==> src/rtl/trans_seq_pkg.sv <==
// Shared types and default sizing for the round-robin transaction sequencer.
// Holds the phase-state encoding used by the top-level FSM.
package trans_seq_pkg;

   typedef enum logic [2:0] {
      StIdle,
      StTrans,
      StStart,
      StPhA,
      StPhB,
      StPhC,
      StEnd
   } state_e;

   localparam int unsigned NReqDefault = 4;
   localparam int unsigned CntWDefault = 16;

endpackage

==> src/rtl/rr_arbiter.sv <==
// Round-robin arbiter: searches from last_winner+1 with wrap-around, skipping masked requesters.
// Purely combinational; the caller registers the grant and the winner index.
module rr_arbiter #(
   parameter int unsigned N_REQ = 4,
   parameter int unsigned IDX_W = $clog2(N_REQ)
) (
   input  logic [N_REQ-1:0] req,
   input  logic [N_REQ-1:0] mask,
   input  logic [IDX_W-1:0] last_winner,
   output logic [N_REQ-1:0] winner,
   output logic             valid
);

   logic [N_REQ-1:0] cand;
   logic [IDX_W-1:0] idx;

   always_comb begin
      cand   = req & ~mask;
      winner = '0;
      valid  = 1'b0;
      idx    = '0;
      // i == N_REQ lands back on last_winner, so it has the lowest priority.
      for (int unsigned i = 1; i <= N_REQ; i++) begin
         idx = IDX_W'((32'(last_winner) + i) % N_REQ);
         if (!valid && cand[idx]) begin
            winner[idx] = 1'b1;
            valid       = 1'b1;
         end
      end
   end

endmodule

==> src/rtl/trans_seq_arb.sv <==
// Arbitrates N_REQ requesters onto one target and walks each grant through the fixed
// TRANS, START, A, B, C, END phase sequence, counting completed transactions.
module trans_seq_arb
   import trans_seq_pkg::*;
#(
   parameter int unsigned N_REQ = NReqDefault,
   parameter int unsigned CNT_W = CntWDefault
) (
   input  logic             sysclk,
   input  logic             rst,
   input  logic [N_REQ-1:0] req,
   input  logic             busy,
   output logic [N_REQ-1:0] gnt,
   output logic [N_REQ-1:0] ack,
   output logic             trans,
   output logic             start_trans,
   output logic             a,
   output logic             b,
   output logic             c,
   output logic             end_trans,
   output logic [CNT_W-1:0] txn_cnt
);

   localparam int unsigned IdxW = $clog2(N_REQ);

   state_e           state_q, state_d;
   logic [N_REQ-1:0] gnt_q, gnt_d;
   logic [IdxW-1:0]  last_q, last_d;
   logic [CNT_W-1:0] cnt_q;
   logic [N_REQ-1:0] arb_mask, arb_winner;
   logic [IdxW-1:0]  winner_idx;
   logic             arb_valid;
   logic             launch;

   // Mask the finishing winner only when someone else is waiting, so a sole requester re-wins.
   always_comb begin
      arb_mask = '0;
      if (state_q == StEnd && |(req & ~gnt_q)) begin
         arb_mask = gnt_q;
      end
   end

   rr_arbiter #(
      .N_REQ(N_REQ),
      .IDX_W(IdxW)
   ) u_rr_arbiter (
      .req        (req),
      .mask       (arb_mask),
      .last_winner(last_q),
      .winner     (arb_winner),
      .valid      (arb_valid)
   );

   always_comb begin
      winner_idx = '0;
      for (int unsigned i = 0; i < N_REQ; i++) begin
         if (arb_winner[i]) winner_idx = IdxW'(i);
      end
   end

   assign launch = arb_valid && !busy;

   always_comb begin
      state_d = state_q;
      gnt_d   = gnt_q;
      last_d  = last_q;
      unique case (state_q)
         StIdle, StEnd: begin
            if (launch) begin
               state_d = StTrans;
               gnt_d   = arb_winner;
               last_d  = winner_idx;
            end else begin
               state_d = StIdle;
               gnt_d   = '0;
            end
         end
         StTrans: state_d = StStart;
         StStart: state_d = StPhA;
         StPhA:   state_d = StPhB;
         StPhB:   state_d = StPhC;
         StPhC:   state_d = StEnd;
         default: begin
            state_d = StIdle;
            gnt_d   = '0;
         end
      endcase
   end

   always_ff @(posedge sysclk) begin
      if (rst) begin
         state_q <= StIdle;
         gnt_q   <= '0;
         last_q  <= IdxW'(N_REQ - 1);
         cnt_q   <= '0;
      end else begin
         state_q <= state_d;
         gnt_q   <= gnt_d;
         last_q  <= last_d;
         if (state_q == StEnd) cnt_q <= cnt_q + CNT_W'(1);
      end
   end

   always_comb begin
      trans       = (state_q == StTrans);
      start_trans = (state_q == StStart);
      a           = (state_q == StPhA);
      b           = (state_q == StPhB);
      c           = (state_q == StPhC);
      end_trans   = (state_q == StEnd);
      gnt         = gnt_q;
      ack         = (state_q == StEnd) ? gnt_q : '0;
      txn_cnt     = cnt_q;
   end

endmodule

==> config.mk <==
export PLATFORM = sky130hd
export DESIGN_NAME = trans_seq_arb
export DESIGN_NICKNAME = d
export VERILOG_FILES = /design/src/rtl/trans_seq_pkg.sv /design/src/rtl/rr_arbiter.sv /design/src/rtl/trans_seq_arb.sv
export SDC_FILE = /design/constraint.sdc
export NUM_CORES = 1
export LEC_CHECK = 0
export ABC_AREA = 0
export BUFFER_PORTS_ARGS = -buffer_cell sky130_fd_sc_hd__buf_2
export CORE_ASPECT_RATIO = 0.9
export CORE_MARGIN = 2
export CORE_UTILIZATION = 35
export CTS_CLUSTER_SIZE = 40
export DETAILED_ROUTE_END_ITERATION = 10
export GPL_TIMING_DRIVEN = 0
export PLACE_DENSITY_LB_ADDON = 0.3
export SYNTH_ARGS = -nofsm -noshare
export SYNTH_HDL_FRONTEND = slang
export SYNTH_SLANG_ARGS = --single-unit
==> constraint.sdc <==
create_clock -name sysclk -period 3.12 [get_ports sysclk]
set_clock_uncertainty 0.1 [all_clocks]
set_input_delay 0.624 -clock sysclk [delete_from_list [all_inputs] [get_ports sysclk]]
set_output_delay 0.624 -clock sysclk [all_outputs]
set_load 0.05 [all_outputs]
==> metrics.md, run 1 <==
| Metric | Value |
|---|---|
| RSZ-0062 raised after global routing | false |
| Largest net degree at the start of global routing | 16 |
| Main flop type after synthesis | dfxtp_1 |
| IO Port Bufs | 36 |
| CP required | 3180 ps |
| Crit path to | last_q[1]$_SDFFE_PP1P_ |
| Cell row count | 24 |
| First-pass GRT wire length | 6.80 mm |
| Tmin final | 2870 ps |
| Top cells by area, synth | dfxtp_1 (29%), ha_1 (6.4%), nor2_1 (4.9%), o311ai_2 (3.7%), xor2_1 (3.5%) |
| Worst hold path type | reg2reg |
| Register area share after synthesis | 28.7% |
| Final wirelength | 4.14 mm |
| PD cells | 447 nW/µm² |
| Drt pass-1 iters | 4 |
| Slew HR | 67.8% |
| FFs w/ async S/R, synth | 0% |
| Tightest Pin Transition | 483 ps |
| CP Launch Type | register |
| Post-synth EDFFs | 0 |
| CTS tree | built |
| Worst reg-to-reg path cell count | 8 |
| Hpwl dp | 3.19 mm |
| Reg-to-Reg Start | last_q[0]$_SDFFE_PP1P_ |
| Max Fanout on Critical Path | 9 |
| Distinct cell type count of the synthesized netlist | 53 |
| H-tree depth | 1 |
| CP Capture Type | register |
| Syn_nets | 220 |
| Io pins | 37 |
| # resized after CTS | 0 |
| FF-to-FF End | last_q[1]$_SDFFE_PP1P_ |
| Mean Syn Cell Area | 8.56 µm² |
| CTS buffer count | 3 |
| Clock Latency Late Sink | 280 ps |
| CTS Sinks | 25 |
| Hold buffers post-CTS | 0 |
| Area of the mapped netlist | 1750 µm² |
| Area growth, synth to finish | 17.8% |
| Worst setup path class | reg2reg |
| Cell taking the most area after synthesis | dfxtp_1 |
| # Post-CTS Setup Buffers | 0 |
| Power, Total | 919 µW |
| DRC | 0 |
| #FFs+latches synth | 25 |
| Final Max Tran Viols | 0 |
| Die H | 71.0 µm |
| Die W | 78.5 µm |
| Max VDD drop | 0.000168 V |
| Final hold vios | 0 |
| CTS root buf | clkbuf_8 |
| Reg2Reg Setup Slack | 250 ps |
| Max Clk Rate | 0.349 GHz |
| Synth top cells by count | dfxtp_1 (25), nor2_1 (23), inv_1 (12), nand2_1 (12), nand3_1 (12) |
| Synth Warn # | 0 |
| Vias in the first global route | 1429 |
| Final ANT Viol Nets | 0 |
| Total gr overflow | 0 |
| Placer congestion estimate | 0.824 |
| Clk slew on worst S/H paths | 100 ps |
| Final setup violation count | 0 |
| Vias | 1635 |
| 1st-iter DRT viols | 78 |
| Initial Utilization | 36.1% |
| LEAKAGE | 0.884 nW |
| Top-area cell type share of the netlist area | 28.7% |
| Final nets | 261 |
| DR WL/cell | 13.4 µm |
| Most frequent cell after synthesis | dfxtp_1 |
| Status | completed |
| Die area | 5570 µm² |
| Clk buf depth | 2 |
| Setup TNS | 0 ps |
| Initial antenna violation count | 0 |
| Core ar. | 4830 µm² |
| Final period util | 91.9% |
| # diodes | 0 |
| Worst EP arrival | 2920 ps |
| Synth Instances | 204 |
| Layout cells sized above 1 | 23.4% |
| Vias per std cell | 5.29 |
| GRT Overall Usage | 14.8% |
| Critical path launch point | last_q[0]$_SDFFE_PP1P_ |
| Max-cap violation count | 0 |
[layout by cell type (no fill, tap or decap), types with 2 or more instances in the layout]
master,count
o41ai_1,3
nand2b_1,2
nand4_1,5
xor2_1,7
o21ai_0,4
nor3_1,2
inv_1,12
o22ai_1,2
nand3_1,12
and3_1,3
clkbuf_1,4
a211oi_1,5
buf_2,36
or3_1,2
o311ai_2,4
dfxtp_1,25
clkbuf_8,3
xnor2_1,6
nor2b_1,2
nand2_1,12
mux2i_1,2
nor2_1,23
o311a_1,5
o311ai_1,2
nor2b_4,2
ha_1,9
a21oi_1,11
and2_1,7
mux4_2,2
a22oi_1,3
and2b_1,2
[critical path, cell delays in order (launching register included)]
cell      delay, ps
dfxtp_1         430
clkbuf_1        370
inv_1           280
ha_1            410
inv_1           120
mux4_2          390
or2_1           280
a211oi_1        240
o211ai_1        120
[how the worst min path moves through the flow]
stage                                         from                  endpoint  slack [ps]  cells after the start
after CTS                 txn_cnt[14]$_SDFFE_PP0N_  txn_cnt[14]$_SDFFE_PP0N_         410                      2
after global routing      txn_cnt[14]$_SDFFE_PP0N_  txn_cnt[14]$_SDFFE_PP0N_         440                      2
after floorplan              state_q[1]$_SDFF_PP0_     state_q[1]$_SDFF_PP0_         490                      2
after detailed placement  txn_cnt[14]$_SDFFE_PP0N_  txn_cnt[14]$_SDFFE_PP0N_         400                      2
final                     txn_cnt[14]$_SDFFE_PP0N_  txn_cnt[14]$_SDFFE_PP0N_         420                      2
after global placement    txn_cnt[15]$_SDFFE_PP0N_  txn_cnt[15]$_SDFFE_PP0N_         390                      2
[metal layers]
layer	share of wire [%]	vias up	GRT usage [%]
met2	42	35	21.7
li1	-	834	-
met4	0.43	0	1.95
met3	4.6	4	3.06
met5	0	-	0
met1	53	762	22.7
[logic make-up (layout without fill, tap and decap cells)]
group / Yosys count / after routing / share of synthesized area [%]
XOR/XNOR: 13 / 13 / 6.52
multiplexers: 4 / 4 / 3.72
adder cells (fa/ha/maj): 9 / 9 / 6.45
AO/OA/AOI/OAI: 51 / 51 / 23.5
flip-flops: 25 / 25 / 28.7
AND/OR/NAND/NOR: 85 / 85 / 27.1
buffers and inverters: 17 / 57 / 4.08
[per-stage QoR]
step                cell area [µm²]  util (%)  instances  worst slack (ps)  hold WS (ps)
global placement               2010      41.5        305               164           390
CTS                            2060      42.5        309               273           413
finish                         2060      42.5        309               253           416
floorplan                      1750         -        204               399           488
detailed placement             2010      41.5        305               159           400
global route                   2060      42.5        309              80.7           444
[layout make-up]
type	instances	area (µm²)
inverter	12	45.0
tap	65	81.3
timing repair buffer	36	180
fill	494	2780
clock inverter	1	7.51
sequential	25	500
clock buffer	3	41.3
multi-input combinational	162	1170
buffer	5	26.3
[flip-flops by register name, summed over array words and instances (netlist names)]
name     cells
txn_cnt     16
gnt          4
state_q      3
last_q       2
[power breakdown]
part | leakage [nW] | switching, mW | internal (mW) | total, mW
clock | 0.0217 | 0.111 | 0.0908 | 0.201
sequential | 0.203 | 0.0364 | 0.337 | 0.373
combinational | 0.660 | 0.215 | 0.129 | 0.344
Power figures use the tool's default switching activity.
==> run 2: changes to the inputs <==
--- a/config.mk
+++ b/config.mk
@@ -5,7 +5,7 @@
 export SDC_FILE = /design/constraint.sdc
 export NUM_CORES = 1
 export LEC_CHECK = 0
-export ABC_AREA = 0
+export ABC_AREA = 1
 export BUFFER_PORTS_ARGS = -buffer_cell sky130_fd_sc_hd__buf_2
 export CORE_ASPECT_RATIO = 0.9
 export CORE_MARGIN = 2
==> run 2 against run 1 <==
Compared with the run above:
- sequential share of layout area up 1.3 points
- global-route usage up 0.42 points
- cell area down 5.0%
- wire length down 7.2%
- non-clock buffer count down 3
- critical path type unchanged
==> metrics.md, run 2 <==
| Metric | Value |
|---|---|
| Status | completed (unchanged) |
| GRT Overall Usage | 15.2% (was 14.8%) |
| Min-Delay Path Depth | 1 (was 2) |
| Power, Total | 1.51 mW (was 919 µW) |
| DR WL/cell | 10.8 µm (was 13.4 µm) |
| # diodes | 0 (unchanged) |
| Bufs and invs on worst path | 3 (unchanged) |
| IO Port Bufs | 35 (was 36) |
| Max VDD drop | 0.000365 V (was 0.000168 V) |
| Vias | 1663 (was 1635) |
| Worst path slowest cell | dfxtp_1 (unchanged) |
| FF-to-FF End | last_q[0]$_SDFFE_PP1P_ (was last_q[1]$_SDFFE_PP1P_) |
| Die area | 5300 µm² (was 5570 µm²) |
| Drt pass-1 iters | 4 (unchanged) |
| Final period util | 80.5% (was 91.9%) |
| Met3 wire length | 181 µm (was 190 µm) |
| Distinct cell type count of the synthesized netlist | 25 (was 53) |
| Top cells by area, synth | dfxtp_1 (30%), nand2_1 (12%), nand3_1 (11%), inv_1 (8.4%), nor2_1 (7.3%) (was dfxtp_1 (29%), ha_1 (6.4%), nor2_1 (4.9%), o311ai_2 (3.7%), xor2_1 (3.5%)) |
| Tightest Pin Transition | 424 ps (was 483 ps) |
| Max-cap violation count | 0 (unchanged) |
| CTS buffer count | 3 (unchanged) |
| Commonest non-fill, non-tap cell in the layout | nand2_1 (was buf_2) |
| Max Fanout on Critical Path | 10 (was 9) |
| Area of the mapped netlist | 1660 µm² (was 1750 µm²) |
| Final ANT Viol Nets | 0 (unchanged) |
| CTS Sinks | 25 (unchanged) |
| Worst Hold Path EP | txn_cnt[14]$_SDFFE_PP0N_ (unchanged) |
| Final hold vios | 0 (unchanged) |
| Area growth, synth to finish | 18.0% (was 17.8%) |
| Placer congestion estimate | 0.887 (was 0.824) |
| Max layer used | met4 (unchanged) |
| Cell taking the most area after synthesis | dfxtp_1 (unchanged) |
| Tmin final | 2510 ps (was 2870 ps) |
| Cell row count | 23 (was 24) |
| Most frequent cell after synthesis | nand2_1 (was dfxtp_1) |
| Slew HR | 71.7% (was 67.8%) |
| Worst EP arrival | 2570 ps (was 2920 ps) |
| Synth Warn # | 0 (unchanged) |
| Routed met1 length | 1.91 mm (was 2.18 mm) |
| Reg-to-Reg Start | last_q[0]$_SDFFE_PP1P_ (unchanged) |
| CTS root buf | clkbuf_8 (unchanged) |
| H-tree depth | 1 (unchanged) |
| Vias in the first global route | 1512 (was 1429) |
| # Post-CTS Setup Buffers | 0 (unchanged) |
| Post-synth EDFFs | 0 (unchanged) |
| Mean Syn Cell Area | 6.52 µm² (was 8.56 µm²) |
| Final setup violation count | 0 (unchanged) |
| Synth top cells by count | nand2_1 (55), nand3_1 (38), inv_1 (37) (was dfxtp_1 (25), nor2_1 (23), inv_1 (12), nand2_1 (12), nand3_1 (12)) |
| Layout cells sized above 1 | 20.5% (was 23.4%) |
| CP dominant cell by count | inv_1 (unchanged) |
| Hold path startpoint | txn_cnt[14]$_SDFFE_PP0N_ (unchanged) |
| LEAKAGE | 0.931 nW (was 0.884 nW) |
| Worst setup path class | reg2reg (unchanged) |
| Max Clk Rate | 0.398 GHz (was 0.349 GHz) |
| CTS tree | built (unchanged) |
| Comb pwr share | 58.2% (was 37.5%) |
| DRC | 0 (unchanged) |
| Clk pwr share | 12.4% (was 21.9%) |
| Initial antenna violation count | 0 (unchanged) |
| Final Max Tran Viols | 0 (unchanged) |
| Hold buffers post-CTS | 0 (unchanged) |
| Internal Power | 707 µW (was 557 µW) |
| Clk buf depth | 2 (unchanged) |
| Reg2Reg Setup Slack | 610 ps (was 250 ps) |
| CP Launch Type | register (unchanged) |
| Final wirelength | 3.84 mm (was 4.14 mm) |
| Largest net degree at the start of global routing | 14 (was 16) |
| 1st-iter DRT viols | 113 (was 78) |
| Switch share | 53.1% (was 39.4%) |
| Synth Instances | 254 (was 204) |
| Max reg flops | 16 (unchanged) |
| PD cells | 771 nW/µm² (was 447 nW/µm²) |
| DR WL met2 | 1.71 mm (was 1.75 mm) |
| Final nets | 310 (was 261) |
| Top-area cell type share of the netlist area | 30.2% (was 28.7%) |
| Fin Hold WS | 384 ps (was 416 ps) |
| Setup TNS | 0 ps (unchanged) |
| Hpwl dp | 3.07 mm (was 3.19 mm) |
| Clk slew on worst S/H paths | 80 ps (was 100 ps) |
| Main flop type after synthesis | dfxtp_1 (unchanged) |
| Initial Utilization | 36.9% (was 36.1%) |
| # resized after CTS | 0 (unchanged) |
| Max incr delay on CP | 570 ps (was 430 ps) |
| Core ar. | 4490 µm² (was 4830 µm²) |
| Highest-count cells in the layout ignoring fill and taps | nand2_1 (55), nand3_1 (38), inv_1 (37), buf_2 (35), nor2_1 (32) (was buf_2 (36), dfxtp_1 (25), nor2_1 (23)) |
| FFs w/ async S/R, synth | 0% (unchanged) |
| CP cell instances | inv_1, ha_1, inv_1, nand3_2, nand2_2, nand4_1, nand2_1, inv_1, a21oi_1, nand2_1 (was clkbuf_1, inv_1, ha_1, inv_1, mux4_2, or2_1, a211oi_1, o211ai_1) |
| Family with the most delay on the worst path | simple AND/OR/NAND/NOR gates (was buffers and inverters) |
| Worst reg-to-reg path cell count | 10 (was 8) |
| Sequential power share | 29.4% (was 40.6%) |
| CP Capture Type | register (unchanged) |
| Io pins | 37 (unchanged) |
| RSZ-0062 raised after global routing | false (unchanged) |
| CP required | 3180 ps (about the same) |
| Total gr overflow | 0 (unchanged) |
| First-pass GRT wire length | 6.66 mm (was 6.80 mm) |
| Clock Latency Late Sink | 260 ps (was 280 ps) |
| Register area share after synthesis | 30.2% (was 28.7%) |
| Vias per std cell | 4.68 (was 5.29) |
| Syn_nets | 270 (was 220) |
| Worst hold path type | reg2reg (unchanged) |
| P_sw | 800 µW (was 362 µW) |
| Die H | 69.2 µm (was 71.0 µm) |
| #FFs+latches synth | 25 (unchanged) |
| Die W | 76.5 µm (was 78.5 µm) |
run 2: cell count changes after synthesis, sizes merged, moves of 5 or more:
cell	change
nand2	+50
nand3	+29
inv	+27
nor2	+15
a21oi	+9
and2	-7
xor2	-7
a211oi	-6
o311ai	-6
nor2b	-5
o311a	-5
xnor2	-5
run 2: area by class of cell:
type / instances / area (µm²)
Fill cell: 509 / 2540
Multi-Input combinational cell: 187 / 982
Sequential cell: 25 / 500
Timing Repair Buffer: 35 / 175
Inverter: 39 / 146
Tap cell: 62 / 77.6
Clock buffer: 4 / 45.0
Buffer: 3 / 26.3
run 2: layer usage:
layer / vias to the layer above / track usage (%)
met5: - / 0
li1: 887 / -
met3: 4 / 3.91
met1: 736 / 20.2
met4: 0 / 2.22
met2: 36 / 25.4
run 2: kinds of logic (layout without fill, tap and decap cells):
kind of cell	after synthesis	count (layout)	share of synthesized area, %
AO/OA/AOI/OAI	28	28	9.00
XOR/XNOR	1	1	0.529
adder cells (fa/ha/maj)	9	9	6.80
buffers and inverters	42	81	10.4
flip-flops	25	25	30.2
AND/OR/NAND/NOR	149	149	43.0
run 2: worst max-delay path by stage:
stage	end	depth (start not counted)	from
after global routing	last_q[0]$_SDFFE_PP1P_	10	last_q[0]$_SDFFE_PP1P_
after floorplan	txn_cnt[14]$_SDFFE_PP0N_	15	txn_cnt[1]$_SDFFE_PP0N_
after CTS	last_q[0]$_SDFFE_PP1P_	10	last_q[0]$_SDFFE_PP1P_
final	last_q[0]$_SDFFE_PP1P_	10	last_q[0]$_SDFFE_PP1P_
after detailed placement	last_q[0]$_SDFFE_PP1P_	14	req[2]
after global placement	last_q[0]$_SDFFE_PP1P_	14	req[2]
run 2: power by group through the flow:
stage / logic (mW) / clock network [mW] / registers (mW)
floorplan: 0.652 / 0 / 0.479
global placement: 0.858 / 0 / 0.452
detailed placement: 0.872 / 0 / 0.451
CTS: 0.874 / 0.195 / 0.443
global route: 0.986 / 0.207 / 0.453
finish: 0.878 / 0.187 / 0.442
run 2: per-stage QoR:
stage / instance area [µm²] / cells / worst slack (ps) / util [%]
final: 1950 / 355 / 609 / 43.5
after global routing: 1950 / 355 / 380 / 43.5
after CTS: 1950 / 355 / 641 / 43.5
after detailed placement: 1910 / 351 / 646 / 42.5
after global placement: 1910 / 351 / 615 / 42.5
after floorplan: 1660 / 254 / 725 / -
==> run 3: changes to the inputs <==
==> constraint.sdc (replaced) <==
create_clock -name sysclk -period 2.6 [get_ports sysclk]
set_clock_uncertainty 0.1 [all_clocks]
set_input_delay 0.52 -clock sysclk [delete_from_list [all_inputs] [get_ports sysclk]]
set_output_delay 0.52 -clock sysclk [all_outputs]
set_load 0.05 [all_outputs]
==> run 3 against run 2 <==
Compared with the run above:
- combinational power up 20%
- hold slack did not move
- total power up 20%
- wire length unchanged
- core utilization up 0.056 points
- sequential share of layout area up 0.095 points
- non-clock buffer count is the same
- via count unchanged
- critical path depth is the same
- register-to-register slack worse by 340 ps
- flip-flop and latch count did not move
- largest cell class unchanged
==> metrics.md, run 3 (same netlist as run 2, synthesis figures left out) <==
| Metric | Value |
|---|---|
| GRT Overall Usage | 15.2% (unchanged) |
| CTS buffer count | 3 (unchanged) |
| FILL cells | 507 (was 509) |
| Pre-CTS WS | 133 ps (was 646 ps) |
| Commonest non-fill, non-tap cell in the layout | nand2_1 (unchanged) |
| Initial Utilization | 36.9% (unchanged) |
| Worst EP arrival | 2400 ps (was 2570 ps) |
| Max Fanout on Critical Path | 10 (unchanged) |
| Initial antenna violation count | 0 (unchanged) |
| Max VDD drop | 0.000438 V (was 0.000365 V) |
| # Post-CTS Setup Buffers | 0 (unchanged) |
| Worst setup path class | reg2reg (unchanged) |
| PD cells | 927 nW/µm² (was 771 nW/µm²) |
| Final wirelength | 3.84 mm (unchanged) |
| Vias | 1663 (unchanged) |
| DP Area | 1910 µm² (unchanged) |
| DR WL/cell | 10.8 µm (unchanged) |
| CTS Sinks | 25 (unchanged) |
| Fin Hold WS | 384 ps (unchanged) |
| Cell row count | 23 (unchanged) |
| CP Capture Type | register (unchanged) |
| Total gr overflow | 0 (unchanged) |
| Die area | 5300 µm² (unchanged) |
| Io pins | 37 (unchanged) |
| Status | completed (unchanged) |
| CP Launch Type | register (unchanged) |
| Area growth, synth to finish | 18.1% (was 18.0%) |
| Hold buffers post-CTS | 0 (unchanged) |
| Largest net degree at the start of global routing | 14 (unchanged) |
| Max Clk Rate | 0.428 GHz (was 0.398 GHz) |
| CTS root buf | clkbuf_8 (unchanged) |
| Final nets | 310 (unchanged) |
| Drt pass-1 iters | 4 (unchanged) |
| Placer congestion estimate | 0.887 (unchanged) |
| Final Max Tran Viols | 0 (unchanged) |
| Final ANT Viol Nets | 0 (unchanged) |
| Worst setup margin | 265 ps (was 609 ps) |
| Tmin final | 2340 ps (was 2510 ps) |
| H-tree depth | 1 (unchanged) |
| CTS tree | built (unchanged) |
| LEAKAGE | 0.931 nW (about the same) |
| Final hold vios | 0 (unchanged) |
| Max reg flops | 16 (unchanged) |
| Hpwl dp | 3.07 mm (unchanged) |
| Vias in the first global route | 1512 (unchanged) |
| Clk buf depth | 2 (unchanged) |
| Slew HR | 71.7% (unchanged) |
| Die W | 76.5 µm (unchanged) |
| CP required | 2660 ps (was 3180 ps) |
| Setup TNS | 0 ps (unchanged) |
| Worst hold path type | reg2reg (unchanged) |
| Final instance area | 1960 µm² (was 1950 µm²) |
| Layout cells sized above 1 | 21.2% (was 20.5%) |
| Max-cap violation count | 0 (unchanged) |
| Core ar. | 4490 µm² (unchanged) |
| Final period util | 89.8% (was 80.5%) |
| IO Port Bufs | 35 (unchanged) |
| Tightest Pin Transition | 424 ps (unchanged) |
| Clk slew on worst S/H paths | 80 ps (about the same) |
| DRC | 0 (unchanged) |
| 1st-iter DRT viols | 113 (unchanged) |
| First-pass GRT wire length | 6.66 mm (unchanged) |
| Final setup violation count | 0 (unchanged) |
| # diodes | 0 (unchanged) |
| Post-layout util | 43.6% (was 43.5%) |
| RSZ-0062 raised after global routing | false (unchanged) |
| Die H | 69.2 µm (unchanged) |
| Vias per std cell | 4.68 (unchanged) |
| Highest-count cells in the layout ignoring fill and taps | nand2_1 (55), nand3_1 (38), inv_1 (37), buf_2 (35), nor2_1 (32) (unchanged) |
| Clock Latency Late Sink | 260 ps (about the same) |
run 3: cell counts in the layout (fill, tap and decap cells not counted):
No cell type changed its count.
run 3: critical path, cell delays in order (launching register included):
cell	delay, ps
dfxtp_2	460
inv_1	200
ha_1	390
inv_1	120
nand3_2	140
nand2_2	180
nand4_1	130
nand2_1	170
inv_1	110
a21oi_1	170
nand2_1	60
run 3: routing by layer:
| layer | share of wire, % | GRT usage, % |
|---|---|---|
| met1 | 50 | 20.2 |
| met2 | 45 | 25.4 |
| met3 | 4.7 | 3.91 |
| met4 | 0.76 | 2.22 |
| met5 | 0 | 0 |
run 3: where the power goes:
group          internal, mW  switching [mW]
clock network         0.109           0.115
registers             0.441          0.0933
logic                 0.302           0.752
total                 0.852           0.960
run 3: path summary, 6_finish.rpt:
path | startpoint | end | slack (ps) | cells after the start
worst min-delay path | txn_cnt[14]$_SDFFE_PP0N_ | txn_cnt[14]$_SDFFE_PP0N_ | 380 | 1
worst min register to register | txn_cnt[14]$_SDFFE_PP0N_ | txn_cnt[14]$_SDFFE_PP0N_ | 380 | 1
worst max-delay path | last_q[0]$_SDFFE_PP1P_ | last_q[0]$_SDFFE_PP1P_ | 260 | 10
worst max register to register | last_q[0]$_SDFFE_PP1P_ | last_q[0]$_SDFFE_PP1P_ | 260 | 10
run 3: repair_timing:
item | 4_1_cts | 5_1_grt
resized for setup | 0 | 2
endpoints found under the hold margin | 0 | 0
setup endpoints to repair | 0 | 6
run 3: cell type report:
| cell class | instances | area [µm²] | area share, % |
|---|---|---|---|
| plain buffers | 3 | 26.3 | 1.34 |
| clock buffers | 4 | 45.0 | 2.30 |
| inverters | 39 | 146 | 7.49 |
| multi-input cells | 187 | 982 | 50.2 |
| flip-flops and latches | 25 | 503 | 25.7 |
| well taps | 62 | 77.6 | 3.97 |
| repair buffers | 35 | 175 | 8.96 |
run 3: stage by stage:
stage | std cells | power [mW]
final | 355 | 1.81
after global routing | 355 | 1.98
after CTS | 355 | 1.81
after detailed placement | 351 | 1.59
after global placement | 351 | 1.57
after floorplan | 254 | 1.36
